`src/rtl/seg_scan_ctrl.sv`:
```
// -----------------------------------------------------------------------------
// seg_scan_ctrl
//
// Time-multiplexed scan controller for a common-anode multi-digit 7-segment
// display. One combinational hex-to-segment decoder outside this block is
// shared by all digits: the block presents the nibble of the digit being
// scanned on dec_in, registers the decoder's answer into seg, and drives the
// active-low digit enables. Every slot starts with a few blanked cycles so the
// new segment pattern settles before its digit is switched on.
//
// Display values are double-buffered. A bus write lands in the shadow copy and
// is moved to the active copy only on the last cycle of a frame, or at once
// while the scanner is parked, so a frame never shows a mix of old and new
// digits.
//
// Ports
//   clk      in   rising-edge clock
//   nrst     in   synchronous active-low reset
//   en       in   scan enable; low blanks the display and parks the scanner
//   wr       in   load strobe for wdata, sampled every cycle
//   wdata    in   4*DIGITS bits, nibble k = digit k
//   pending  out  shadow holds a value not yet shown
//   dec_in   out  nibble to the shared decoder (from registers)
//   dec_seg  in   decoder result {a..g}, combinational from dec_in
//   seg      out  registered segment drive {a..g}, active-high
//   an       out  DIGITS digit enables, active-low, at most one low
//   frame    out  one-cycle pulse on the last cycle of the last digit's slot
// -----------------------------------------------------------------------------
module seg_scan_ctrl #(
   parameter int DIGITS   = 4,
   parameter int PRESCALE = 1000,
   parameter int BLANK    = 2
) (
   input  logic                  clk,
   input  logic                  nrst,
   input  logic                  en,
   input  logic                  wr,
   input  logic [4*DIGITS-1:0]   wdata,
   output logic                  pending,
   output logic [3:0]            dec_in,
   input  logic [6:0]            dec_seg,
   output logic [6:0]            seg,
   output logic [DIGITS-1:0]     an,
   output logic                  frame
);

   localparam int CW = (PRESCALE > 1) ? $clog2(PRESCALE) : 1;
   localparam int IW = (DIGITS > 1) ? $clog2(DIGITS) : 1;

   localparam logic [CW-1:0] CNT_LAST = CW'(PRESCALE - 1);
   localparam logic [CW-1:0] CNT_SHOW = CW'(BLANK);
   localparam logic [IW-1:0] IDX_LAST = IW'(DIGITS - 1);

   typedef enum logic [1:0] {
      S_IDLE  = 2'd0,
      S_BLANK = 2'd1,
      S_SHOW  = 2'd2
   } state_t;

   state_t                   state;
   logic [CW-1:0]            cnt;
   logic [IW-1:0]            idx;
   logic [CW-1:0]            cnt_inc;
   logic [IW-1:0]            idx_inc;
   logic [DIGITS-1:0][3:0]   shadow;
   logic [DIGITS-1:0][3:0]   active;
   logic                     xfer;

   assign cnt_inc = cnt + 1'b1;
   assign idx_inc = (idx == IDX_LAST) ? '0 : idx + 1'b1;

   // The shared decoder sees the active nibble of the current digit.
   assign dec_in = active[idx];

   // ---------------------------------------------------------------------------
   // Scan FSM. an and frame are registered and are computed here for the
   // state being entered, so they line up with state/cnt/idx on the same cycle.
   // ---------------------------------------------------------------------------
   always_ff @(posedge clk) begin
      if (!nrst) begin
         state <= S_IDLE;
         cnt   <= '0;
         idx   <= '0;
         seg   <= '0;
         an    <= '1;
         frame <= 1'b0;
      end else begin
         // seg tracks the decoder every cycle, even while parked, so the
         // first digit of a restarted scan already has a valid pattern.
         seg   <= dec_seg;
         an    <= '1;
         frame <= 1'b0;
         if (!en) begin
            // Abandon the slot; no frame pulse is produced.
            state <= S_IDLE;
            cnt   <= '0;
            idx   <= '0;
         end else begin
            case (state)
               S_IDLE: begin
                  state <= S_BLANK;
                  cnt   <= '0;
                  idx   <= '0;
               end
               default: begin
                  if (cnt == CNT_LAST) begin
                     // Next slot always opens blanked (BLANK >= 1).
                     state <= S_BLANK;
                     cnt   <= '0;
                     idx   <= idx_inc;
                  end else begin
                     cnt <= cnt_inc;
                     if (cnt_inc >= CNT_SHOW) begin
                        state <= S_SHOW;
                        an    <= ~(DIGITS'(1) << idx);
                     end else begin
                        state <= S_BLANK;
                     end
                     if (idx == IDX_LAST && cnt_inc == CNT_LAST)
                        frame <= 1'b1;
                  end
               end
            endcase
         end
      end
   end

   // ---------------------------------------------------------------------------
   // Double buffer. A transfer slot is the frame cycle or any parked cycle.
   // A write coinciding with a transfer goes straight to the active copy, so
   // pending never rises for it. Parked writes therefore show on the next
   // cycle.
   // ---------------------------------------------------------------------------
   assign xfer = frame || (state == S_IDLE);

   always_ff @(posedge clk) begin
      if (!nrst) begin
         shadow  <= '0;
         active  <= '0;
         pending <= 1'b0;
      end else if (xfer) begin
         if (wr) begin
            active <= wdata;
            shadow <= wdata;
         end else if (pending) begin
            active <= shadow;
         end
         pending <= 1'b0;
      end else if (wr) begin
         // Last write before the transfer wins.
         shadow  <= wdata;
         pending <= 1'b1;
      end
   end

endmodule
```
`config.mk`:
```
export PLATFORM = sky130hd
export DESIGN_NAME = seg_scan_ctrl
export DESIGN_NICKNAME = d
export VERILOG_FILES = /design/src/rtl/seg_scan_ctrl.sv
export SDC_FILE = /design/constraint.sdc
export NUM_CORES = 1
export LEC_CHECK = 0
export ABC_AREA = 1
export ABC_CLOCK_PERIOD_IN_PS = 2200
export CAP_MARGIN = 20
export CORE_UTILIZATION = 56
export DETAILED_ROUTE_END_ITERATION = 12
export GPL_TIMING_DRIVEN = 0
export PLACE_DENSITY = 0.91
export SLEW_MARGIN = 15
export SYNTH_ARGS = -nofsm -noshare
export SYNTH_HDL_FRONTEND = slang
export SYNTH_SLANG_ARGS = --single-unit
```
`constraint.sdc`:
```
create_clock -name clk -period 2.2 [get_ports clk]
set_input_delay 0.33 -clock clk [delete_from_list [all_inputs] [get_ports clk]]
set_output_delay 0.33 -clock clk [all_outputs]
set_load 0.005 [all_outputs]
```
==> results of run 1 <==
==> routing by layer <==
| metal | wire (um) | global-route usage [%] | share of wire (%) |
|---|---|---|---|
| met5 | 0 | 0 | 0 |
| met4 | 100 | 16.7 | 1.9 |
| met3 | 315 | 5.83 | 6.1 |
| met2 | 2480 | 41.2 | 48 |
| met1 | 2240 | 28.5 | 44 |
==> power by group through the flow <==
| stage | sequential [uW] | combinational [uW] | clock (uW) |
|---|---|---|---|
| 2_1_floorplan | 1150 | 105 | 0 |
| 3_3_place_gp | 1150 | 189 | 0 |
| 3_5_place_dp | 1150 | 195 | 0 |
| 4_1_cts | 1130 | 196 | 991 |
| 5_1_grt | 1130 | 217 | 1040 |
| 6_report | 1130 | 195 | 970 |
==> final cells by class <==
class,instances,share of cell area [%]
Multi-Input combinational cell,197,35.9
Timing Repair Buffer,41,13.1
Clock buffer,13,5.07
Tap cell,50,2.00
Inverter,25,3.07
Buffer,11,2.04
Clock inverter,2,1.12
Sequential cell,59,37.7
==> tightest hold or removal path, cell delays in order <==
cell	delay, ps
buf_2	160
nand2_1	70
inv_1	30
==> synthesized netlist by cell type, types with 2 or more instances <==
cell | instances | area share, %
nand2_2 | 3 | 0.76
nand4_1 | 5 | 1.3
or2_2 | 7 | 1.8
nand3_1 | 10 | 2.0
nor2_4 | 3 | 1.4
nand3_2 | 2 | 0.81
nor2_1 | 39 | 5.9
o22ai_1 | 4 | 1.0
buf_4 | 2 | 0.61
a21oi_1 | 19 | 3.9
ha_1 | 7 | 3.6
mux2i_1 | 16 | 6.5
buf_2 | 4 | 0.81
clkbuf_1 | 4 | 0.61
o21ai_0 | 11 | 2.2
inv_1 | 21 | 3.2
inv_2 | 3 | 0.46
nor3_1 | 3 | 0.61
or2_1 | 11 | 2.8
dfxtp_1 | 59 | 48
nand2_1 | 43 | 6.6
nor2_2 | 4 | 1.0
==> worst paths after layout <==
check	startpoint	end	cells after the start
max reg2reg	cnt[0]	cnt[8]	9
max	idx[0]	dec_in[0]	4
min reg2reg	active[12]	active[12]	2
min	nrst	seg[5]	3
==> per-stage QoR <==
step / power (uW) / util, % / cells / worst slack, ps
after floorplan: 1250 / - / 292 / 714
after global placement: 1340 / 71.3 / 383 / 264
after detailed placement: 1350 / 71.3 / 383 / 189
after CTS: 2320 / 76.1 / 398 / 25.0
after global routing: 2390 / 76.2 / 398 / 17.7
final: 2290 / 76.2 / 398 / 78.9
==> registers in the layout (all words and copies together) (netlist names) <==
signal   count
pending      1
frame        1
active      16
idx          2
seg          7
cnt         10
shadow      16
an           4
state        2
==> what timing repair did <==
action / in CTS / in global routing
hold endpoints to repair: 0 / 0
setup endpoints to repair: 4 / 4
gates resized for setup: 2 / 4
==> logic make-up after synthesis <==
group | synth area share (%)
AO/OA/AOI/OAI | 8.54
adder cells (fa/ha/maj) | 3.56
buffers and inverters | 6.30
flip-flops | 48.0
multiplexers | 6.50
AND/OR/NAND/NOR | 27.1
==> results.toml, run 1 <==
[outcome]
outcome = "finished clean"

[grt]
grt_max_degree = 11
track_usage_pct = 25.0
grt_pass1_vias = 1926
grt.overflow.total = 0
antenna_found_initial = 0
grt_pass1_wl_um = 8310

[clocking]
cts_max_level = 3
numCtsBuffers = 9
cts_tree = "done"
clk_pin_slew_worst_paths_ps = 60
insertion_delay_ps = 330
clockBufferDepth = 2
cts-hold-fix-buffers = 0
cts.sinks = 59
post_cts_buffers = 0
root_buffer = "clkbuf_8"

[power_and_ir_drop]
clkPwrFrac_pct = 42.3
leakage_uw = 0.00134
p_int_uw = 1800
irDropWorstVdd_v = 0.000438
power_frac_comb_pct = 8.5
p_sw_uw = 497
power.density_nw_per_um2 = 732
p_seq_share_pct = 49.2
swShare_pct = 21.7

[yosys]
synth_area_per_cell_sq_um = 8.43
async_flop_share_pct = 0
ys_ff_latch = 59
synth-edff-count = 0
syn_area_sq_um = 2460
synth.distinct_cells = 34
syn_nets = 326
ys.warnings.count = 0
synth-seq-area-share_pct = 48.0
syn_inst = 292
synthFlopType = "dfxtp_1"

[worst_setup_path]
crit_arrival_ps = 1790
crit_fanout = 10
startpoint_type = "flop"
critPathBufInv = 2
critPathCaptureType = "primary output"
path_class = "flop to primary output"
regToRegSetupSlack_ps = 470
max_stage_delay_ps = 540
required_ps = 1870
cp_slowest_cell = "clkdlybuf4s50_1"
critPathTopFamily = "buffers and inverters"
cp_cell_sequence = "buf_4, o21ai_0, o22ai_1, clkdlybuf4s50_1"

[final_layout]
multi_input_area_sq_um = 1130
final_area_sq_um = 3130
drive_gt1_share_pct = 13.2
num-nets-final = 378
fillerInstances = 281
regArea_sq_um = 1180
layout_common_cells = "59 x dfxtp_1, 43 x nand2_1, 41 x clkdlybuf4s50_1"
num_antenna_cells = 0
layout_commonest_cell = "dfxtp_1"
area_growth_syn_to_layout_pct = 27.3

[die]
core-area_sq_um = 4120
initial_core_util_pct = 59.8
fp.dieH_um = 68.3
rows = 23
die_x_um = 68.3
io-pin-count = 44
dieArea_sq_um = 4670

[detailed_routing]
dr.pass1.iters = 4
via_per_inst = 5.19
drtAntennaViolNets = 0
wl_per_cell_um = 12.9
vias = 2067
remaining_drc_errors = 0
wl_um = 5130
drt_iter0_drc = 69

[placed_design]
hpwl_um = 3650
globalplace.congestion = 0.863
io_buffers = 41
placed_area_sq_um = 2940

[sta]
hold_viol_final = 0
relSlewSlack_pct = 69.0
clock.fmax_ghz = 0.471
fin_tns_setup_ps = 0
slew_viol_final = 0
fin_crit_sh_pct = 96.4
tightest_slew_ps = 466
fin_worst_skew_ps = 5.88
rsz0062_at_grt = "false"
fin_crit_ps = 2120
setup_violations = 0
worst_hold_slack_ps = 306

[flow_run]
maxCapViolCount = 0

[worst_hold_path]
hold_path.class = "input pin to flop"
Power figures use the tool's default switching activity.
==> run 2, diff against run 1 <==
--- a/config.mk
+++ b/config.mk
@@ -8,6 +8,7 @@
 export ABC_AREA = 1
 export ABC_CLOCK_PERIOD_IN_PS = 2200
 export CAP_MARGIN = 20
+export CORE_ASPECT_RATIO = 2
 export CORE_UTILIZATION = 56
 export DETAILED_ROUTE_END_ITERATION = 12
 export GPL_TIMING_DRIVEN = 0
==> run 2 against run 1 <==
Compared with the run above:
- worst setup slack improved by 17 ps
- combinational power barely moved
- maximum frequency rose by 0.80%
- utilization fell by 1.8 points
- non-clock buffer count did not move
- hold slack got worse by 18 ps
- register-to-register slack improved by 20 ps
- critical path type unchanged
==> results.toml, run 2 (synthesis gave the netlist of run 1 again) <==
[clocking]
cts-hold-fix-buffers = 0
cts.sinks = 59
clk_pin_slew_worst_paths_ps = 60
post_cts_buffers = 0
numCtsBuffers = 9
clockBufferDepth = 2
insertion_delay_ps = 340
root_buffer = "clkbuf_8"
cts_max_level = 3
cts_tree = "done"

[grt]
antenna_found_initial = 0
met2_usage_pct = 45.0
top_usage_layer = "met2"
track_usage_pct = 24.2
use_met1_pct = 22.6
grt_pass1_wl_um = 8450
grt_pass1_vias = 2066
grt.overflow.total = 0
grt_max_degree = 11
globalRouteMet3Util_pct = 6.79

[die]
fp.dieH_um = 95.8
rows = 33
dieArea_sq_um = 4680
die_x_um = 48.9
core-area_sq_um = 4170
io-pin-count = 44
initial_core_util_pct = 59.0

[sta]
hold_viol_final = 0
clock.fmax_ghz = 0.475
setup_violations = 0
tightest_slew_ps = 476
fin_worst_skew_ps = 7.43
relSlewSlack_pct = 68.3
rsz0062_at_grt = "true"
fin_crit_sh_pct = 95.6
fin_crit_ps = 2100
fin_ws_ps = 95.8
slew_viol_final = 0

[detailed_routing]
vias = 2062
drtAntennaViolNets = 0
dr.pass1.iters = 4
drt_iter0_drc = 41
remaining_drc_errors = 0
via_per_inst = 5.16
wl_um = 5060
wl_per_cell_um = 12.7

[worst_setup_path]
path_class = "flop to primary output"
critPathTopFamily = "buffers and inverters"
crit_arrival_ps = 1770
cp_slowest_cell = "clkdlybuf4s50_1"
crit_fanout = 10
r2r_start = "cnt[0]"
startpoint_type = "flop"
critPathLaunch = "idx[0]"
max_stage_delay_ps = 540
critPathCaptureType = "primary output"
critPathBufInv = 2
regToRegSetupSlack_ps = 490
required_ps = 1870
cp_cell_sequence = "buf_4, o21ai_0, o22ai_1, clkdlybuf4s50_1"

[power_and_ir_drop]
swShare_pct = 23.4
p_int_uw = 1650
leakage_uw = 0.00132
p_seq_share_pct = 52.5
power.density_nw_per_um2 = 693
clkPwrFrac_pct = 38.4
p_sw_uw = 503
irDropWorstVdd_v = 0.000519
power_uw = 2150
power_frac_comb_pct = 9.1

[final_layout]
layout_common_cells = "59 x dfxtp_1, 43 x nand2_1, 41 x clkdlybuf4s50_1"
final_cells = 400
num_antenna_cells = 0
reg.largest.list = "active (16), shadow (16), cnt (10)"
drive_gt1_share_pct = 13.2
num-nets-final = 378
fin_util_pct = 74.4
layout_commonest_cell = "dfxtp_1"
area_growth_syn_to_layout_pct = 26.0

[placed_design]
io_buffers = 41
placed_cells = 385
hpwl_um = 3720
globalplace.congestion = 0.889
dp_slack_ps = 217

[worst_hold_path]
hold_path.startpoint = "nrst"
hold_path.class = "input pin to flop"

[flow_run]
maxCapViolCount = 0

[outcome]
outcome = "finished clean"
## run 2: changes by cell type in the layout (fill, tap and decap cells not counted), sizes merged
cell    delta
bufinv     -1
clkinv     +2
clkbuf     -1
## run 2: power by group through the flow
stage	combinational, uW	sequential [uW]	clock [uW]
finish	195	1130	826
global placement	189	1150	0
global route	216	1130	878
floorplan	105	1150	0
CTS	197	1130	832
detailed placement	195	1150	0
## run 2: layer usage
| metal | vias up | wire, um |
|---|---|---|
| met1 | 962 | 1960 |
| met3 | 13 | 179 |
| met5 | - | 0 |
| li1 | 1048 | - |
| met4 | 0 | 146 |
| met2 | 39 | 2780 |
## run 2: path summary, 6_finish.rpt
path	end	depth (start not counted)
worst max-delay path	dec_in[3]	4
worst min-delay path	seg[5]	3
worst max register to register	state[0]	7
worst min register to register	active[6]	2
## run 2: area by class of cell
class                   instances  area [sq um]
plain buffers                  11          63.8
clock buffers                  12           145
clock inverters                 3          15.0
fillers                       319          1070
inverters                      25          96.3
multi-input cells             197          1130
flip-flops and latches         59          1180
well taps                      52          65.1
repair buffers                 41           410
## run 2: tightest hold or removal path, cell delays in order
cell and delay [ps]:
buf_2 160, nand2_1 70, inv_1 30
## run 2: stage by stage
stage	instance area, sq um	TNS (ps)	hold WS [ps]
5_1_grt	3100	-11.3	306
4_1_cts	3100	0	287
3_5_place_dp	2940	0	455
3_3_place_gp	2940	0	452
6_report	3100	0	288
2_1_floorplan	2460	0	428
## run 2: timing repair
action                     in CTS  in global routing
cloned                          0                  0
resized for setup               2                  2
setup endpoints to repair       4                  4
